--- src/rtl/mc_controller.sv ---
// mc_controller: multicycle RISC-V main control FSM sequencing fetch, decode, execute, memory and writeback.
module mc_controller (
  input  logic       clk,
  input  logic       rst_n,
  input  logic [6:0] op,
  input  logic       zero,
  input  logic       mem_ready,
  output logic       PCWrite,
  output logic       AdrSrc,
  output logic       MemWrite,
  output logic       IRWrite,
  output logic       RegWrite,
  output logic [1:0] ResultSrc,
  output logic [1:0] ALUSrcA,
  output logic [1:0] ALUSrcB,
  output logic [1:0] ALUOp,
  output logic [1:0] ImmSrc,
  output logic       illegal,
  output logic [3:0] state
);
  localparam logic [3:0] FETCH = 4'd0, DECODE = 4'd1, MEMADR = 4'd2, MEMREAD = 4'd3, MEMWB = 4'd4,
                         MEMWRITE = 4'd5, EXECR = 4'd6, EXECI = 4'd7, ALUWB = 4'd8, BEQ = 4'd9, JAL = 4'd10;
  localparam logic [6:0] OP_LW = 7'b0000011, OP_SW = 7'b0100011, OP_R = 7'b0110011,
                         OP_I = 7'b0010011, OP_BEQ = 7'b1100011, OP_JAL = 7'b1101111;
  logic [3:0] nxt;
  logic       pcw, irw, mw, rw, ill;
  always_ff @(posedge clk or negedge rst_n)
    if (!rst_n) state <= FETCH;
    else state <= nxt;
  always_comb begin
    nxt = FETCH;
    case (state)
      FETCH:    nxt = mem_ready ? DECODE : FETCH;
      DECODE:   nxt = (op == OP_LW || op == OP_SW) ? MEMADR :
                      op == OP_R ? EXECR : op == OP_I ? EXECI :
                      op == OP_BEQ ? BEQ : op == OP_JAL ? JAL : FETCH;
      MEMADR:   nxt = op == OP_LW ? MEMREAD : MEMWRITE;
      MEMREAD:  nxt = mem_ready ? MEMWB : MEMREAD;
      MEMWRITE: nxt = mem_ready ? FETCH : MEMWRITE;
      EXECR:    nxt = ALUWB;
      EXECI:    nxt = ALUWB;
      JAL:      nxt = ALUWB;
      default:  nxt = FETCH;
    endcase
  end
  always_comb begin
    pcw = 1'b0;
    irw = 1'b0;
    mw = 1'b0;
    rw = 1'b0;
    ill = 1'b0;
    AdrSrc = 1'b0;
    ResultSrc = 2'b00;
    ALUSrcA = 2'b00;
    ALUSrcB = 2'b00;
    ALUOp = 2'b00;
    ImmSrc = op == OP_SW ? 2'b01 : op == OP_BEQ ? 2'b10 : op == OP_JAL ? 2'b11 : 2'b00;
    case (state)
      FETCH: begin
        ALUSrcB = 2'b10;
        ResultSrc = 2'b10;
        irw = mem_ready;
        pcw = mem_ready;
      end
      DECODE: begin
        ALUSrcA = 2'b01;
        ALUSrcB = 2'b01;
        ill = !(op == OP_LW || op == OP_SW || op == OP_R || op == OP_I || op == OP_BEQ || op == OP_JAL);
      end
      MEMADR: begin
        ALUSrcA = 2'b10;
        ALUSrcB = 2'b01;
      end
      MEMREAD: AdrSrc = 1'b1;
      MEMWB: begin
        ResultSrc = 2'b01;
        rw = 1'b1;
      end
      MEMWRITE: begin
        AdrSrc = 1'b1;
        mw = 1'b1;
      end
      EXECR: begin
        ALUSrcA = 2'b10;
        ALUOp = 2'b10;
      end
      EXECI: begin
        ALUSrcA = 2'b10;
        ALUSrcB = 2'b01;
        ALUOp = 2'b10;
      end
      ALUWB: rw = 1'b1;
      BEQ: begin
        ALUSrcA = 2'b10;
        ALUOp = 2'b01;
        pcw = zero;
      end
      JAL: begin
        ALUSrcA = 2'b01;
        ALUSrcB = 2'b10;
        pcw = 1'b1;
      end
      default: ;
    endcase
  end
  // write strobes are gated by reset directly so nothing commits once rst_n falls
  assign PCWrite = pcw & rst_n;
  assign IRWrite = irw & rst_n;
  assign MemWrite = mw & rst_n;
  assign RegWrite = rw & rst_n;
  assign illegal = ill & rst_n;
endmodule

--- config.mk ---
export PLATFORM = sky130hd
export DESIGN_NAME = mc_controller
export DESIGN_NICKNAME = d
export VERILOG_FILES = /design/src/rtl/mc_controller.sv
export SDC_FILE = /design/constraint.sdc
export NUM_CORES = 1
export LEC_CHECK = 0
export CAP_MARGIN = 40
export CORE_UTILIZATION = 34
export DETAILED_ROUTE_END_ITERATION = 16
export PLACE_DENSITY = 0.74
export SYNTH_ARGS = -nofsm -noshare
export SYNTH_HDL_FRONTEND = slang
export SYNTH_SLANG_ARGS = --single-unit
--- constraint.sdc ---
create_clock -name clk -period 1.67 [get_ports clk]
set_clock_uncertainty 0.1 [all_clocks]
set_input_delay 0.501 -clock clk [delete_from_list [all_inputs] [get_ports clk]]
set_output_delay 0.501 -clock clk [all_outputs]
set_load 0.005 [all_outputs]
==> flow_summary.json, run 1 <==
{
  "syn_avg_cell_area_sq_um": 7.74,
  "rows": 14,
  "port_buffers": 30,
  "haltStage": "5_1_grt",
  "synth.distinct_cells": 38,
  "place.gp.congestion": 0.821,
  "dpl_cell_area_sq_mm": 0.00109,
  "synth.top_cells.by_area": "dfrtp_1, nor3b_1, xnor2_1",
  "pre_cts_ws_ps": -1040,
  "dieWidth_um": 43.1,
  "grt_max_degree": 8,
  "synth_edf_count": 0,
  "ios": 31,
  "yosysWarnings": 0,
  "yosysTopAreaCellShare_pct": 17.5,
  "die_y_um": 43.1,
  "synth_cells": 74,
  "worst-ep-kind": "top-level output",
  "cts_hold_buffers": 0,
  "synth_top_area_cell": "dfrtp_1",
  "cts_htree_levels": 1,
  "clock_path_buffers": 2,
  "hpwl_mm": 1.53,
  "firstError": "[ERROR DPL-0038] Utilization greater than 100%, impossible to legalize",
  "crit_endpoint": "PCWrite",
  "status": "stopped before the end",
  "postSynth.asyncResetShare_pct": 100,
  "synth_area_sq_um": 573,
  "numCtsBuffers": 3,
  "ys_seq_area_share_pct": 17.5,
  "start_util_pct": 37.2,
  "cts.sinks": 4,
  "ys_ff_latch": 4,
  "synth-main-ff-cell": "dfrtp_1",
  "syn_nets": 85,
  "cts_root_buf": "clkbuf_4"
}
-- stage by stage --
stage	cells	hold WS [ps]
3_3_place_gp	145	567
2_1_floorplan	74	105
3_5_place_dp	145	575
4_1_cts	177	255
-- cell usage after synthesis (3+ instances only) --
library cell and instances:
dfrtp_1 4, xnor2_1 3, nor2_1 6, and2_1 3, a21oi_1 5, nor2b_1 3, nor3b_1 4, nand2_1 6
a21o_1 3
-- cells by family after synthesis --
logic type	share of synthesized area, %
AOI/OAI and AO/OA	23.4
xor gates and xnor gates	7.64
DFF	17.5
buffers and inverters	6.77
and+or+nand+nor	44.8
-- timing repair --
action / in CTS
endpoints found under the setup margin: 22
setup buffers: 29
gates resized for setup: 166
pin swaps: 24
==> inputs of run 2 (changes only) <==
- CORE_AREA: not set -> 2 2 63 65
- CORE_UTILIZATION: 34 -> not set
- DIE_AREA: not set -> 0 0 65 67
- PLACE_DENSITY: 0.74 -> not set
- PLACE_DENSITY_LB_ADDON: not set -> 0.15
- clock period: 1.67 -> 2.2 ns (I/O delays scaled with it)
==> flow_summary.json, run 2 <==
{
  "crit_path_end_kind": "output pin",
  "ys_ff_latch": 4,
  "cts.sinks": 4,
  "rr_worst_depth": 7,
  "startpoint_type": "flip-flop",
  "reg_top3": "state x4",
  "die_y_um": 67,
  "crit_type": "flip-flop to output pin",
  "cp.required_ps": 1440,
  "slew_viol_final": 0,
  "synth-compound-area-share_pct": 23.4,
  "drc_errors": 0,
  "syn_nets": 85,
  "final_cell_mix": "buf_4, buf_6, buf_2",
  "hold_ws_ps": 340,
  "tritoncts": "built",
  "hold_viol": 0,
  "grt_pass1_wl_mm": 3.95,
  "drv_cap": 0,
  "wl_mm": 2.34,
  "worst_hold_path_type": "input port to asynchronous set/reset pin",
  "yosysWarnings": 0,
  "cp_slowest_stage_delay_ps": 420,
  "fin_crit_sh_pct": 102,
  "netSwitchingPower_uw": 124,
  "antenna_found_initial": 0,
  "power.share.sequential_pct": 18.7,
  "drtIter0Drc": 17,
  "fin_crit_ps": 2240,
  "cp_top_family": "flip-flops",
  "ys_seq_area_share_pct": 17.5,
  "clkLatencyLatePin_ps": 220,
  "worst-endpoint-arrival_ps": 1480,
  "largest_reg_flops": 4,
  "drive_above_1_share_pct": 62.5,
  "viasPerCell": 4.23,
  "synth-simple-area-share_pct": 44.8,
  "grt_max_degree": 13,
  "worst_path_max_delay_cell": "dfrtp_2",
  "ir_drop_uv": 142,
  "max-slew-margin-rel_pct": 78.8,
  "leakage_nw": 0.685,
  "ios": 31,
  "finalSetupViolCount": 1,
  "place.gp.congestion": 0.762,
  "die-area_sq_mm": 0.00436,
  "synth.top_cells.by_area": "dfrtp_1, nor3b_1, xnor2_1",
  "grt_usage_pct": 11.6,
  "top_register": "state",
  "hpwl_mm": 1.68,
  "synth_top_family_by_area": "simple AND/OR/NAND/NOR gates",
  "layout_commonest_cell": "buf_4",
  "postSynth.asyncResetShare_pct": 100,
  "antenna_left": 0,
  "clockPowerShare_pct": 35.5,
  "yosysTopAreaCellShare_pct": 17.5,
  "n_antenna_cell": 0,
  "rows": 22,
  "wl_per_cell_um": 11.7,
  "cts_htree_levels": 1,
  "internal-power_uw": 315,
  "synth_edf_count": 0,
  "fin_tns_setup_ps": -41.8,
  "power_density_mw_per_mm2": 329,
  "synth-main-ff-cell": "dfrtp_1",
  "synth_area_sq_um": 573,
  "synth_mux_area_share_pct": 0,
  "switching_share_pct": 28.2,
  "power_frac_comb_pct": 45.8,
  "synth.distinct_cells": 38,
  "grt.overflow.total": 0,
  "path_cells": "buf_6 -> or3b_1 -> a21o_1 -> a21oi_2 -> buf_2",
  "fin_nets": 165,
  "cp_num_cells": 5,
  "grt_pass1_vias": 854,
  "numCtsBuffers": 3,
  "area_growth_pct": 133,
  "dieWidth_um": 65,
  "port_buffers": 30,
  "syn_avg_cell_area_sq_um": 7.74,
  "violations": "negative setup slack",
  "rsz0062_at_grt": "yes",
  "crit_fanout": 5,
  "start_util_pct": 15.9,
  "drt_pre_antenna_iters": 4,
  "core_area_sq_mm": 0.00361,
  "clk_pin_slew_ps": 30,
  "max_slew.worst_pin.slew_ps": 314,
  "pre_cts_ws_ps": -862,
  "synthAdderAreaFrac_pct": 0,
  "status": "finished, violations left",
  "cts_root_buf": "clkbuf_8",
  "crit_buf_inv": 2,
  "max_freq_mhz": 446,
  "yosys.area_share.xor_xnor_pct": 7.64,
  "cts_hold_buffers": 0,
  "synth_cells": 74,
  "setup_ws_ps": -41.8,
  "vias": 846,
  "netlist_top_cells_count": "nand2_1, nor2_1, a21oi_1",
  "synth_top_area_cell": "dfrtp_1",
  "clock_path_buffers": 2
}
==> run 2: cell type report <==
class	count	area (sq um)
clock buffer	3	41.3
fill	396	2270
inverter	2	7.51
multi-input combinational	64	505
sequential	4	101
tap	48	60.1
timing repair buffer	79	617
==> run 2: worst paths after layout <==
| kind | from | end | slack [ps] |
|---|---|---|---|
| worst max-delay path | state[0]$_DFF_PN0_ | PCWrite | -40 |
| worst min-delay path | rst_n | state[1]$_DFF_PN0_ | 340 |
| worst max register to register | state[0]$_DFF_PN0_ | state[2]$_DFF_PN0_ | 560 |
| worst min register to register | state[3]$_DFF_PN0_ | state[0]$_DFF_PN0_ | 660 |
| max in group asynchronous | rst_n | state[0]$_DFF_PN0_ | 1550 |
| min in group clk | state[3]$_DFF_PN0_ | state[0]$_DFF_PN0_ | 660 |
==> run 2: logic make-up after synthesis <==
logic type,after synthesis
buffers and inverters,6
and+or+nand+nor,40
DFF,4
AOI/OAI and AO/OA,19
xor gates and xnor gates,5
==> run 2: routing by layer <==
| layer | vias up | wire length, um | track usage (%) |
|---|---|---|---|
| met2 | 28 | 1140 | 20.4 |
| met3 | 0 | 115 | 2.20 |
| met4 | 0 | 0 | 1.60 |
| met5 | - | 0 | 0 |
| met1 | 381 | 1090 | 15.0 |
| li1 | 437 | - | - |
==> run 2: repair_timing <==
| action | 4_1_cts | 5_1_grt |
|---|---|---|
| pin swaps | 15 | 8 |
| gates resized for setup | 105 | 11 |
| setup buffers | 17 | 3 |
| gates cloned | 1 | 0 |
| endpoints found under the setup margin | 16 | 13 |
==> run 2: through the flow <==
| stage | cells | utilization (%) | power (mW) | instance area [sq um] |
|---|---|---|---|---|
| 6_report | 200 | 37.0 | 0.438 | 1330 |
| 5_1_grt | 200 | 37.0 | 0.466 | 1330 |
| 4_1_cts | 197 | 36.8 | 0.439 | 1330 |
| 3_5_place_dp | 176 | 30.8 | 0.259 | 1110 |
| 3_3_place_gp | 176 | 30.8 | 0.259 | 1110 |
| 2_1_floorplan | 74 | - | 0.147 | 573 |
==> run 2: power groups by stage <==
stage | sequential (mW) | combinational (mW) | clock, mW
3_5_place_dp | 0.0826 | 0.177 | 0
4_1_cts | 0.0825 | 0.196 | 0.161
2_1_floorplan | 0.0826 | 0.0647 | 0
3_3_place_gp | 0.0826 | 0.177 | 0
5_1_grt | 0.0824 | 0.219 | 0.165
6_report | 0.0818 | 0.201 | 0.156
Note: power is estimated with default switching activity, not from simulation.
